<file path="config.mk">
export PLATFORM = sky130hd
export DESIGN_NAME = edge_event_gen
export DESIGN_NICKNAME = d
export VERILOG_FILES = /design/src/rtl/edge_event_gen_pkg.sv /design/src/rtl/edge_event_gen_delay_ctr.sv /design/src/rtl/edge_event_gen.sv
export SDC_FILE = /design/constraint.sdc
export NUM_CORES = 1
export LEC_CHECK = 0
export BUFFER_PORTS_ARGS = -buffer_cell sky130_fd_sc_hd__buf_2
export CAP_MARGIN = 20
export CELL_PAD_IN_SITES_DETAIL_PLACEMENT = 1
export CELL_PAD_IN_SITES_GLOBAL_PLACEMENT = 1
export CORE_MARGIN = 1.5
export CORE_UTILIZATION = 40
export DETAILED_ROUTE_END_ITERATION = 8
export GPL_TIMING_DRIVEN = 0
export PLACE_DENSITY_LB_ADDON = 0.1
export SLEW_MARGIN = 40
export SYNTH_ARGS = -nofsm -noshare
export SYNTH_HDL_FRONTEND = slang
export SYNTH_SLANG_ARGS = --single-unit
</file>
<file path="constraint.sdc">
create_clock -name clk -period 6 [get_ports clk]
set_input_delay 1.5 -clock clk [delete_from_list [all_inputs] [get_ports clk]]
set_output_delay 1.5 -clock clk [all_outputs]
set_load 0.03 [all_outputs]
</file>
<file path="src/rtl/edge_event_gen_pkg.sv">
// ============================================================================
// Module  : edge_event_gen_pkg
// Brief   : Types and level helpers shared by the edge event generator.
// Revision: 1.0  initial release
// ============================================================================
`default_nettype none

package edge_event_gen_pkg;

   typedef enum logic [1:0] {
      POSEDGE = 2'd0,
      NEGEDGE = 2'd1,
      EDGE    = 2'd2,
      NONE    = 2'd3
   } edge_kind_e;

   typedef enum logic [1:0] {
      IDLE  = 2'd0,
      DELAY = 2'd1,
      ARM   = 2'd2,
      FIRE  = 2'd3
   } gen_state_e;

   // Level placed on the line one cycle before the event so the event edge always occurs.
   function automatic logic pre_level(edge_kind_e kind, logic cur);
      case (kind)
         POSEDGE: return 1'b0;
         NEGEDGE: return 1'b1;
         default: return cur;
      endcase
   endfunction

   function automatic logic target_level(edge_kind_e kind, logic cur);
      case (kind)
         POSEDGE: return 1'b1;
         NEGEDGE: return 1'b0;
         EDGE:    return ~cur;
         default: return cur;
      endcase
   endfunction

endpackage

`default_nettype wire

</file>
<file path="src/rtl/edge_event_gen_delay_ctr.sv">
// ============================================================================
// Module  : edge_event_gen_delay_ctr
// Brief   : Loadable down-counter with zero flag, paces the DELAY phase.
// Revision: 1.0  initial release
// ============================================================================
`default_nettype none

module edge_event_gen_delay_ctr #(
   parameter int DELAY_W = 8
) (
   input  logic               clk,
   input  logic               rst_n,
   input  logic               load_i,
   input  logic [DELAY_W-1:0] load_val_i,
   input  logic               dec_i,
   output logic               zero_o
);

   logic [DELAY_W-1:0] cnt_q, cnt_d;

   always_comb begin
      cnt_d = cnt_q;
      if (load_i) begin
         cnt_d = load_val_i;
      end else if (dec_i && (cnt_q != '0)) begin
         cnt_d = cnt_q - DELAY_W'(1);
      end
   end

   always_ff @(posedge clk or negedge rst_n) begin
      if (!rst_n) begin
         cnt_q <= '0;
      end else begin
         cnt_q <= cnt_d;
      end
   end

   assign zero_o = (cnt_q == '0);

endmodule

`default_nettype wire

</file>
<file path="src/rtl/edge_event_gen.sv">
// ============================================================================
// Module  : edge_event_gen
// Brief   : Generates N posedge/negedge/any-edge events, each after a delay.
//           Optional abort port pair enabled by EDGE_EVENT_GEN_ABORT_EN.
// Revision: 1.0  initial release
// ============================================================================
`default_nettype none

module edge_event_gen
   import edge_event_gen_pkg::*;
#(
   parameter int   DELAY_W    = 8,
   parameter int   COUNT_W    = 8,
   parameter logic IDLE_LEVEL = 1'b0
) (
   input  logic               clk,
   input  logic               rst_n,
   input  logic               req_valid,
   output logic               req_ready,
   input  logic [1:0]         req_kind,
   input  logic [DELAY_W-1:0] req_delay,
   input  logic [COUNT_W-1:0] req_count,
   input  logic               iff_en,
`ifdef EDGE_EVENT_GEN_ABORT_EN
   input  logic               abort,
   output logic               aborted,
`endif
   output logic               ev_out,
   output logic               busy,
   output logic               done,
   output logic [COUNT_W-1:0] ev_count
);

   gen_state_e         state_q, state_d;
   edge_kind_e         kind_q, kind_d;
   logic [DELAY_W-1:0] delay_q, delay_d;
   logic [COUNT_W-1:0] rem_q, rem_d;
   logic [COUNT_W-1:0] cnt_q, cnt_d;
   logic               ev_q, ev_d;
   logic               done_q, done_d;
   logic               pend_q, pend_d;
`ifdef EDGE_EVENT_GEN_ABORT_EN
   logic               aborted_q, aborted_d;
`endif

   logic               accept;
   logic               ctr_load;
   logic               ctr_dec;
   logic [DELAY_W-1:0] ctr_val;
   logic               ctr_zero;

   // Counter holds delay-1 so that zero marks the final DELAY cycle.
   edge_event_gen_delay_ctr #(
      .DELAY_W (DELAY_W)
   ) u_delay_ctr (
      .clk        (clk),
      .rst_n      (rst_n),
      .load_i     (ctr_load),
      .load_val_i (ctr_val),
      .dec_i      (ctr_dec),
      .zero_o     (ctr_zero)
   );

   // A pending or visible done pulse blocks acceptance so done never overlaps a new request.
   assign req_ready = (state_q == IDLE) && !done_q && !pend_q;
   assign accept    = req_valid && req_ready;

   always_comb begin
      state_d  = state_q;
      kind_d   = kind_q;
      delay_d  = delay_q;
      rem_d    = rem_q;
      cnt_d    = cnt_q;
      ev_d     = ev_q;
      done_d   = 1'b0;
      pend_d   = 1'b0;
      ctr_load = 1'b0;
      ctr_dec  = 1'b0;
      ctr_val  = delay_q - DELAY_W'(1);
`ifdef EDGE_EVENT_GEN_ABORT_EN
      aborted_d = 1'b0;
`endif
      case (state_q)
         IDLE: begin
            if (pend_q) begin
               done_d = 1'b1;
            end
            if (accept) begin
               kind_d  = edge_kind_e'(req_kind);
               delay_d = req_delay;
               rem_d   = req_count;
               cnt_d   = '0;
               if ((req_count == '0) || (edge_kind_e'(req_kind) == NONE)) begin
                  pend_d = 1'b1;
               end else if (req_delay != '0) begin
                  state_d  = DELAY;
                  ctr_load = 1'b1;
                  ctr_val  = req_delay - DELAY_W'(1);
               end else begin
                  state_d = ARM;
               end
            end
         end
         DELAY: begin
            if (ctr_zero) begin
               state_d = ARM;
            end else begin
               ctr_dec = 1'b1;
            end
         end
         ARM: begin
            ev_d    = pre_level(kind_q, ev_q);
            state_d = FIRE;
         end
         FIRE: begin
            if (iff_en) begin
               ev_d  = target_level(kind_q, ev_q);
               cnt_d = cnt_q + COUNT_W'(1);
               rem_d = rem_q - COUNT_W'(1);
               if (rem_q == COUNT_W'(1)) begin
                  state_d = IDLE;
                  done_d  = 1'b1;
               end else if (delay_q != '0) begin
                  state_d  = DELAY;
                  ctr_load = 1'b1;
               end else begin
                  state_d = ARM;
               end
            end
         end
         default: state_d = IDLE;
      endcase
`ifdef EDGE_EVENT_GEN_ABORT_EN
      if (abort && (state_q != IDLE)) begin
         state_d   = IDLE;
         ev_d      = ev_q;
         cnt_d     = cnt_q;
         done_d    = 1'b1;
         aborted_d = 1'b1;
         ctr_load  = 1'b0;
         ctr_dec   = 1'b0;
      end
`endif
   end

   always_ff @(posedge clk or negedge rst_n) begin
      if (!rst_n) begin
         state_q <= IDLE;
         kind_q  <= POSEDGE;
         delay_q <= '0;
         rem_q   <= '0;
         cnt_q   <= '0;
         ev_q    <= IDLE_LEVEL;
         done_q  <= 1'b0;
         pend_q  <= 1'b0;
      end else begin
         state_q <= state_d;
         kind_q  <= kind_d;
         delay_q <= delay_d;
         rem_q   <= rem_d;
         cnt_q   <= cnt_d;
         ev_q    <= ev_d;
         done_q  <= done_d;
         pend_q  <= pend_d;
      end
   end

`ifdef EDGE_EVENT_GEN_ABORT_EN
   always_ff @(posedge clk or negedge rst_n) begin
      if (!rst_n) begin
         aborted_q <= 1'b0;
      end else begin
         aborted_q <= aborted_d;
      end
   end

   assign aborted = aborted_q;
`endif

   assign ev_out   = ev_q;
   assign busy     = (state_q != IDLE);
   assign done     = done_q;
   assign ev_count = cnt_q;

endmodule

`default_nettype wire

</file>
# Yosys cells after proc, flatten, opt, wreduce, memory -nomap -nowiden
# Index checks and enable logic that the tools add are counted.
# totals
regBits,39
rom_bits,0
mem_count,0
in_bits,22
latch_bits,0
ram_bits,0
word_cells,90
# classes
reduce_logical,22
div,0
bitwise_logic,1
n_eq_ne,13
shifts,0
mux,40
n_mul,0
order_cmp,0
add_sub_neg,5
# op_table
operator,n
2-to-1 mux 8 bit,10
case mux 8 bit (2 select lines),2
subtractor 8 x 1 -> 8 bit (second input constant),4
nonzero test 8 bit,3
logical NOT 8 bit,2
2-to-1 mux 1 bit,15
2-to-1 mux 2 bit,7
adder 8 x 1 -> 8 bit (second input constant),1
equality test 2 bit (second input constant),4
equality test 8 x 1 -> 1 bit (second input constant),1
!= test 2 bit (second input constant),4
case mux 1 bit (2 select lines),4
case mux 2 bit (4 select lines),1
AND reduction 4 bit,2
nonzero test 2 bit,4
equality test 2 x 1 -> 1 bit (second input constant),2
logical AND 1 bit,4
logical NOT 2 bit,2
!= test 4 x 1 -> 1 bit (second input constant),1
!= test 3 bit (second input constant),1
case mux 1 bit (3 select lines),1
AND reduction 3 bit,1
logical NOT 1 bit,2
AND reduction 2 bit,1
other kinds (2),2

# Longest topological paths before layout
# Gate-level depths: netlist (run 1).
# logic_depth
ltp_word,7
ltp_mapped,8
mapped_depth_nobuf,7

# By module
# From an unflattened synthesis (run 1), not the netlist that was laid out.
# unflattened
hier_cells,287
hier_area_um2,2620.0
# by_module_without_submodules
module,cells_each,seq_area_each_um2,area_each_um2,n_inst
edge_event_gen,229,775.7,2092.0,1
edge_event_gen_delay_ctr,58,200.2,528.0,1

# Least setup slack after synthesis (run 1)
# OpenSTA, ideal clock, no wires.
# synth_timing
kind,flip-flop to output port
start,register state_q[0]
end,output req_ready
n_path_buf,0
path_stages_with_launch,5
setup_slack_ps,2846
arrival_time_ps,1654
cell_sequence,dfrtp_1 -> inv_1 -> ha_1 -> inv_1 -> nor3_1
# synth_via
elab_chain_len,3
# synth_lines
item,line_no,text
"start, declared",edge_event_gen.sv:34,"gen_state_e state_q, state_d;"
"start signal, assigned",edge_event_gen.sv:157,state_q <= state_d;
logical NOT 2 bit,edge_event_gen.sv:65,assign req_ready = (state_q == IDLE) && !done_q && !pend_q;
logical AND 1 bit (2 in a row),edge_event_gen.sv:65,
"end, declared",edge_event_gen.sv:19,"output logic req_ready,"
# No other way between the ends.

# Worst setup path in the final report (run 1)
# Ends and elaborated chain as after synthesis.

==> flow_summary.yaml, run 1 <==
drt:
  avgRoutedWirePerCell_um: 16.8
  met2RoutedLength_um: 3350
  dr_wl_met3_um: 195
  vias: 2458
  drt_iter0_drc: 100
  met1Wirelength_um: 3690
  drc: 0
  wl_um: 7320
  vias_per_cell: 5.64
  antenna_left: 0
  first_pass_iters: 4
  dr.max_layer_used: "met4"
worst_setup_path:
  crit_chain: "inv_1 > ha_1 > inv_1 > nor3_1 > buf_2"
  critPathMaxStageDelay_ns: 0.42
  cp_data_arrival_time_ns: 1.69
  critical_path.top_delay_family: "buffers and inverters"
  slowest_stage: "dfrtp_1"
  crit_top_cell: "inv_1"
  endpoint_kind: "primary output"
  worstPathRequired_ns: 4.50
  critPathKind: "flip-flop to primary output"
  path_max_fanout: 7
  crit_buf_inv: 3
  crit_path_start_kind: "flip-flop"
clocking:
  cts_tree: "yes"
  htree_levels: 2
  clk_path_buf_depth: 2
  cts-resized-gates: 0
  clk_latency_ns: 0.31
  cts_setup_buffers: 0
  cts.sink_count: 39
  cts_root_buf: "clkbuf_8"
  numCtsBuffers: 5
  hold_buffers: 0
  clk_pin_slew_ns: 0.08
place:
  dp_cells: 427
  io_buffers: 32
  place.gp.congestion: 0.800
  dpl.hpwl_um: 5450
floorplan:
  num_io_pins: 34
  rows: 29
  die_x_um: 84.5
  die_y_um: 84.5
  placeableCoreArea_um2: 6390
  dieArea_um2: 7140
  start_util_pct: 41.6
logic_synthesis:
  yosysWarnings: 0
  async_flop_share_pct: 100
  synth-seq-cells: 39
  netlist_area_um2: 2660
  yosysSeqAreaShare_pct: 36.7
  synthCells: 318
  yosysUniqueCellTypes: 50
  syn_nets: 353
  syn_avg_cell_area_um2: 8.36
  synth_edf_count: 0
  synth_flop_cell: "dfrtp_1"
layout:
  fin_cells: 436
  area_growth_pct: 14.6
  fill_cells: 805
  layout_commonest_cell: "nand2_1"
  n_antenna_cell: 0
  drive_gt1_share_pct: 14.8
  layout_common_cells: "nand2_1, dfrtp_1, buf_2"
  nNetsFinal: 393
timing:
  setup_viol: 0
  fin_tns_setup_ns: 0
  period_share_pct: 53.2
  finalClockSkew_ns: 0.00850
  slew_violations: 0
  rsz0062_at_grt: "no"
  min_period_ns: 3.19
  tightest_slew_ns: 0.778
  slew_headroom_pct: 47.7
  clock.fmax_mhz: 314
  finalHoldViolations: 0
job:
  maxCapViolCount: 0
power:
  total_leakage_power_nw: 1.35
  power-per-cell-area_nw_per_um2: 510
  irDropWorstVdd_mv: 0.221
min_path:
  min-delay-path-class: "flip-flop to flip-flop"
global_route:
  grt_pass1_vias: 2556
  grt_max_degree: 40
  track_usage_pct: 22.0
  grt_remaining_overflow: 0
  antenna_found_initial: 0
  grt_pass1_wl_um: 12600
outcome:
  outcome: "finished clean"
[metrics by stage]
stage	cell area (um2)	utilization [%]	power (mW)	hold WS (ns)	setup slack, ns
after floorplan	2660	-	1.07	0.479	2.85
after global placement	2910	45.6	1.27	0.505	2.52
after detailed placement	2920	45.7	1.31	0.502	2.50
after CTS	3030	47.5	1.55	0.524	2.81
after global routing	3050	47.7	1.69	0.565	2.65
final	3050	47.7	1.55	0.520	2.81
[synth_stat cells, types with 7 or more instances]
| cell type | number | area (um2) |
|---|---|---|
| mux2i_1 | 8 | 80.1 |
| xnor2_1 | 9 | 78.8 |
| nand2_1 | 52 | 195 |
| nand3_1 | 11 | 55.1 |
| ha_1 | 13 | 163 |
| dfrtp_1 | 39 | 976 |
| nor2_1 | 20 | 75.1 |
| o21ai_0 | 25 | 125 |
| inv_1 | 17 | 63.8 |
| a21oi_1 | 18 | 90.1 |
| clkbuf_1 | 9 | 33.8 |
| nor3_1 | 14 | 70.1 |
| a31oi_1 | 7 | 43.8 |
[power breakdown]
group          switching [mW]  internal (mW)
Combinational           0.503          0.324
Sequential              0.115          0.369
Clock                   0.107          0.135
[cells by family after synthesis]
| family | Yosys count | share of synthesized area (%) |
|---|---|---|
| compound gates | 79 | 19.6 |
| xor+xnor | 14 | 4.61 |
| fa+ha+maj | 13 | 6.12 |
| buf+inv | 28 | 4.28 |
| flops | 39 | 36.7 |
| mux | 9 | 3.44 |
| simple gates | 136 | 25.2 |
[final cells by class]
class	count	area, um2	area share [%]
Sequential cell	39	976	32.0
Tap cell	77	96.3	3.16
Timing Repair Buffer	33	168	5.51
Clock inverter	2	35.0	1.15
Multi-Input combinational cell	251	1570	51.7
Buffer	11	50.0	1.64
Inverter	17	63.8	2.10
Clock buffer	6	82.6	2.71
[worst min-delay path: stages (launching register included)]
cell     delay [ns]
dfrtp_1        0.37
nand2_1        0.06
nand2_1        0.06
[sequential cells by signal, indices dropped and copies added (netlist names)]
| signal | count |
|---|---|
| delay_q | 8 |
| done | 1 |
| ev_count | 8 |
| ev_out | 1 |
| kind_q | 2 |
| pend_q | 1 |
| rem_q | 8 |
| state_q | 2 |
| u_delay_ctr.cnt_q | 8 |
[path summary, 6_finish.rpt]
path,start,to,slack (ns),cells past startpoint
max,state_q[0],req_ready,2.81,5
min,delay_q[6],delay_q[6],0.52,2
max reg2reg,state_q[0],rem_q[4],3.34,9
min reg2reg,delay_q[6],delay_q[6],0.52,2
max in group asynchronous,rst_n,u_delay_ctr.cnt_q[0],4.46,1
min in group asynchronous,rst_n,u_delay_ctr.cnt_q[7],1.17,1
[metal layers]
layer / global-route usage [%] / vias up
li1: - / 1218
met1: 30.7 / 1200
met2: 35.9 / 34
met3: 3.34 / 6
met4: 5.43 / 0
met5: 0 / -
(Power assumes the default switching activity.)
==> run 2, diff against run 1 <==
ABC_AREA = 1   (was not set)
CORE_UTILIZATION = 38   (was 40)
clock period = 2.6 ns   (was 6 ns; I/O delays follow)
==> flow_summary.yaml, run 2 <==
layout:
  layout_common_cells: "nand2_1, inv_1, nor2_1"
  design_area_um2: 3240
  layout_commonest_cell: "nand2_1"
  fin_cells: 549
  n_antenna_cell: 0
  area_growth_pct: 13.0
  drive_gt1_share_pct: 15.1
  nNetsFinal: 484
  fin_util_pct: 44.6
timing:
  clock.fmax_mhz: 428
  slew_violations: 0
  setup_viol: 0
  period_share_pct: 89.9
  finalHoldViolations: 0
  setup_ws_ns: 0.264
  tightest_slew_ns: 0.557
  finalClockSkew_ns: 0.00916
  min_period_ns: 2.34
  rsz0062_at_grt: "no"
  slew_headroom_pct: 62.9
  fin_tns_setup_ns: 0
  hold_ws_ns: 0.332
logic_synthesis:
  yosysTopAreaCell: "dfrtp_1"
  netlist_area_um2: 2860
  synth_area_leaders: "dfrtp_1, nand2_1, inv_1, o21ai_0, nor2_1"
  syn_nets: 444
  yosysUniqueCellTypes: 30
  synth_most_common_cell: "nand2_1"
  yosysWarnings: 0
  synthCells: 409
  yosysSeqAreaShare_pct: 34.1
  synth_flop_cell: "dfrtp_1"
  synth-seq-cells: 39
  syn_avg_cell_area_um2: 7.00
  synth_edf_count: 0
  async_flop_share_pct: 100
  synth_top_area_share_pct: 34.1
  ys_top_cells_by_count: "nand2_1, inv_1, nor2_1"
clocking:
  htree_levels: 2
  cts.sink_count: 39
  cts-resized-gates: 0
  clk_latency_ns: 0.30
  numCtsBuffers: 5
  cts_root_buf: "clkbuf_8"
  clk_pin_slew_ns: 0.09
  cts_setup_buffers: 0
  cts_tree: "yes"
  hold_buffers: 0
  clk_path_buf_depth: 2
worst_setup_path:
  worstPathRequired_ns: 1.95
  crit_path_start_kind: "flip-flop"
  r2r_setup_slack_ns: 0.45
  slowest_stage: "dfrtp_1"
  critical_path.top_delay_family: "buffers and inverters"
  critPathMaxStageDelay_ns: 0.43
  critPathKind: "flip-flop to primary output"
  crit_top_cell: "inv_1"
  endpoint_kind: "primary output"
  crit_buf_inv: 4
  cp_data_arrival_time_ns: 1.69
  crit_chain: "inv_1 > ha_1 > inv_2 > nor2_4 > nand2_1 > inv_1 > buf_2"
  path_max_fanout: 4
global_route:
  track_usage_pct: 20.4
  antenna_found_initial: 0
  grt_remaining_overflow: 0
  grt_max_degree: 40
  grt_pass1_wl_um: 13300
  grt_pass1_vias: 2790
drt:
  vias_per_cell: 5.02
  vias: 2757
  drc: 0
  wl_um: 7790
  avgRoutedWirePerCell_um: 14.2
  first_pass_iters: 4
  antenna_left: 0
  drt_iter0_drc: 35
power:
  total_leakage_power_nw: 1.62
  power-per-cell-area_nw_per_um2: 1080
  power_frac_comb_pct: 57.1
  irDropWorstVdd_mv: 0.432
  power_mw: 3.49
  p_seq_share_pct: 30.9
  p_clk_share_pct: 12.0
  p_sw_share_pct: 50.4
  intPower_mw: 1.73
  p_switching_mw: 1.76
min_path:
  min-delay-path-class: "primary input to asynchronous set/reset pin"
place:
  dpl.hpwl_um: 6160
  place.gp.congestion: 0.767
  dp_cells: 541
  pre_cts_ws_ns: 0.369
  placed_cell_area_um2: 3150
  io_buffers: 33
floorplan:
  placeableCoreArea_um2: 7250
  num_io_pins: 34
  die_x_um: 89.8
  dieArea_um2: 8060
  rows: 31
  die_y_um: 89.8
  start_util_pct: 39.5
outcome:
  outcome: "finished clean"
job:
  maxCapViolCount: 0
## run 2: cell count changes after synthesis, sizes merged, moves of 7 or more
cell   change
nand2     +62
inv       +38
nor2      +38
nand3     +21
o21ai     +17
a21oi     -14
nand4     +10
nor3       -9
mux2i      -8
a31oi      -7
xor2       +7
## run 2: power groups by stage
stage | Combinational [mW] | Clock [mW] | Sequential, mW
2_1_floorplan | 1.51 | 0 | 1.06
3_3_place_gp | 1.95 | 0 | 1.08
3_5_place_dp | 2.02 | 0 | 1.09
4_1_cts | 2.03 | 0.435 | 1.08
5_1_grt | 2.30 | 0.450 | 1.12
6_report | 1.99 | 0.419 | 1.08
## run 2: final timing paths
| check | from | end | cells past startpoint |
|---|---|---|---|
| max in group asynchronous | rst_n | u_delay_ctr.cnt_q[0] | 1 |
| min in group clk | delay_q[1] | delay_q[1] | 2 |
| worst min register to register | delay_q[1] | delay_q[1] | 2 |
| worst min-delay path | rst_n | rem_q[3] | 1 |
| worst max register to register | state_q[1] | u_delay_ctr.cnt_q[7] | 13 |
| worst max-delay path | state_q[1] | req_ready | 7 |
## run 2: kinds of logic after synthesis
family	Yosys count	synth area share (%)
adder cells (fa/ha/maj)	13	5.68
AO/OA/AOI/OAI	54	11.4
XOR/XNOR	18	5.51
AND/OR/NAND/NOR	221	34.2
flip-flops	39	34.1
buffers and inverters	64	9.18
## run 2: metal layers
metal	share of wire, %	GRT usage, %
met5	0	0
met4	0.87	4.37
met3	2.0	2.62
met2	52	37.5
met1	46	25.3
## run 2: worst register-to-register path, stage by stage (launching register included)
cell and delay, ns:
dfrtp_1 0.43, inv_1 0.12, ha_1 0.21, inv_2 0.10, nor2_4 0.12, nand2_1 0.11, nor2_4 0.20, nand2_1 0.10
nor2_2 0.25, nand3_1 0.15, nand2_1 0.10, nand2_1 0.07, nand2_1 0.06, inv_1 0.03
## run 2: layout make-up
class | instances | area (um2)
Buffer | 9 | 56.3
Inverter | 55 | 206
Sequential cell | 39 | 976
Clock buffer | 7 | 76.3
Timing Repair Buffer | 33 | 168
Multi-Input combinational cell | 306 | 1620
Fill cell | 971 | 4020
Tap cell | 99 | 124
Clock inverter | 1 | 5.00
==> run 3, diff against run 2 <==
ABC_AREA = not set   (was 1)
CORE_ASPECT_RATIO = 0.75   (was not set)
CORE_UTILIZATION = 40   (was 38)
SYNTH_HIERARCHICAL = 1   (was not set)
==> flow_summary.yaml, run 3 <==
outcome:
  outcome: "finished clean"
clocking:
  htree_levels: 2
  cts_tree: "yes"
  cts.sink_count: 39
  clk_path_buf_depth: 2
  clk_pin_slew_ns: 0.10
  cts_root_buf: "clkbuf_8"
  numCtsBuffers: 5
  clk_latency_ns: 0.31
floorplan:
  num_io_pins: 34
  dieArea_um2: 7050
  die_y_um: 73.1
  placeableCoreArea_um2: 6320
  rows: 25
  die_x_um: 96.5
  start_util_pct: 41.5
timing:
  rsz0062_at_grt: "yes"
  period_share_pct: 96.7
  clock.fmax_mhz: 398
  tightest_slew_ns: 0.746
  setup_viol: 0
  slew_headroom_pct: 50.3
  slew_violations: 0
  finalClockSkew_ns: 0.0209
  finalHoldViolations: 0
  min_period_ns: 2.51
  hold_ws_ns: 0.322
job:
  maxCapViolCount: 0
worst_setup_path:
  path_max_fanout: 5
  slowest_stage: "or4_4"
  r2r_setup_slack_ns: 0.09
  crit_path_start_kind: "flip-flop"
  crit_cells: 6
  cp_data_arrival_time_ns: 2.72
  timing.rr.end: "u_delay_ctr/cnt_q[3]"
  reg2regPathDepth: 6
  timing.rr.start: "delay_q[2]"
  crit_buf_inv: 0
  crit_chain: "or4_4 > or4_4 > nand4b_1 > a21oi_4 > or4_1 > o221ai_1"
  critical_path.top_delay_family: "simple AND/OR/NAND/NOR gates"
  endpoint_kind: "flip-flop"
  worstPathRequired_ns: 2.81
  critPathMaxStageDelay_ns: 0.56
  critPathKind: "flip-flop to flip-flop"
  crit_top_cell: "or4_4"
  worstSetupStartpoint: "delay_q[2]"
  crit_end: "u_delay_ctr/cnt_q[3]"
drt:
  vias_per_cell: 5.75
  first_pass_iters: 4
  wl_um: 7580
  antenna_left: 0
  vias: 2404
  drc: 0
  drt_iter0_drc: 89
  avgRoutedWirePerCell_um: 18.1
logic_synthesis:
  yosysUniqueCellTypes: 54
  syn_nets: 321
  ys_top_cells_by_count: "dfrtp_1, o21ai_0, a21oi_1, inv_1, nand2_1"
  synth_edf_count: 0
  synth_top_area_share_pct: 37.2
  synth_flop_cell: "dfrtp_1"
  synth-seq-cells: 39
  synthCells: 287
  yosysTopAreaCell: "dfrtp_1"
  netlist_area_um2: 2620
  synth_area_leaders: "dfrtp_1, ha_1, mux2i_1, o21ai_0, mux2_2"
  yosysWarnings: 6
  synth_most_common_cell: "dfrtp_1"
  async_flop_share_pct: 100
  syn_avg_cell_area_um2: 9.13
  yosysSeqAreaShare_pct: 37.2
place:
  io_buffers: 33
  dpl.hpwl_um: 5580
  placed_cell_area_um2: 2890
  place.gp.congestion: 0.778
global_route:
  track_usage_pct: 24.1
  grt_remaining_overflow: 0
  antenna_found_initial: 0
  grt_max_degree: 40
  grt_pass1_vias: 2408
  grt_pass1_wl_um: 12600
power:
  total_leakage_power_nw: 1.38
  power-per-cell-area_nw_per_um2: 1220
  power_mw: 3.81
  irDropWorstVdd_mv: 0.477
layout:
  drive_gt1_share_pct: 24.0
  fin_util_pct: 49.6
  area_growth_pct: 19.6
  layout_commonest_cell: "dfrtp_1"
  fill_cells: 771
  design_area_um2: 3130
  nNetsFinal: 370
  n_antenna_cell: 0
  regArea_um2: 977
  multi_input_area_um2: 1550
  layout_common_cells: "dfrtp_1, buf_2, o21ai_0"
min_path:
  min-delay-path-class: "primary input to asynchronous set/reset pin"
## run 3: final cells by class
| type | count | area share (%) |
|---|---|---|
| timing repair buffer | 43 | 7.87 |
| inverter | 18 | 2.32 |
| buffer | 9 | 2.04 |
| clock buffer | 6 | 2.64 |
| tap | 81 | 3.23 |
| clock inverter | 2 | 1.12 |
| multi-input combinational | 220 | 49.6 |
| sequential | 39 | 31.2 |
## run 3: metal layers
layer	track usage [%]	vias to the layer above	wire, um
met5	0	-	0
met4	4.35	0	51
met3	5.63	5	239
met2	35.4	36	3240
met1	36.2	1187	4050
li1	-	1176	-
## run 3: worst min path at each step
stage                  end  slack [ns]  cells past startpoint
2_1_floorplan   delay_q[0]        0.35                      0
3_3_place_gp        ev_out        0.52                      1
3_5_place_dp   ev_count[0]        0.55                      1
4_1_cts        ev_count[2]        0.33                      1
5_1_grt        ev_count[4]        0.35                      1
6_report       ev_count[5]        0.32                      1
## run 3: cell families after synthesis
logic type | share of synthesized area, %
buffers and inverters | 4.49
AOI/OAI and AO/OA | 19.5
adders and majority gates | 5.73
xor gates and xnor gates | 3.34
DFF | 37.2
muxes | 7.64
and+or+nand+nor | 22.1
## run 3: metrics by stage
stage	worst slack [ns]	TNS (ns)	instances
2_1_floorplan	-0.0175	-0.0175	287
3_3_place_gp	-0.648	-3.92	401
3_5_place_dp	-0.714	-4.36	401
4_1_cts	0.0265	0	412
5_1_grt	-0.0255	-0.0428	418
6_report	0.0854	0	418
## run 3: power by group
group          leakage, nW  switching (mW)  total (mW)  internal (mW)
sequential           0.480           0.319        1.19          0.873
clock               0.0612           0.237       0.548          0.311
combinational        0.841            1.17        2.07          0.903
total                 1.38            1.73        3.81           2.09
## run 3: timing repair
item | CTS | global route
hold buffers | 0 | 0
endpoints found under the setup margin | 8 | 7
gates cloned | 0 | 0
setup buffers | 3 | 7
pin swaps | 3 | 2
gates resized for setup | 10 | 8
endpoints found under the hold margin | 0 | 0
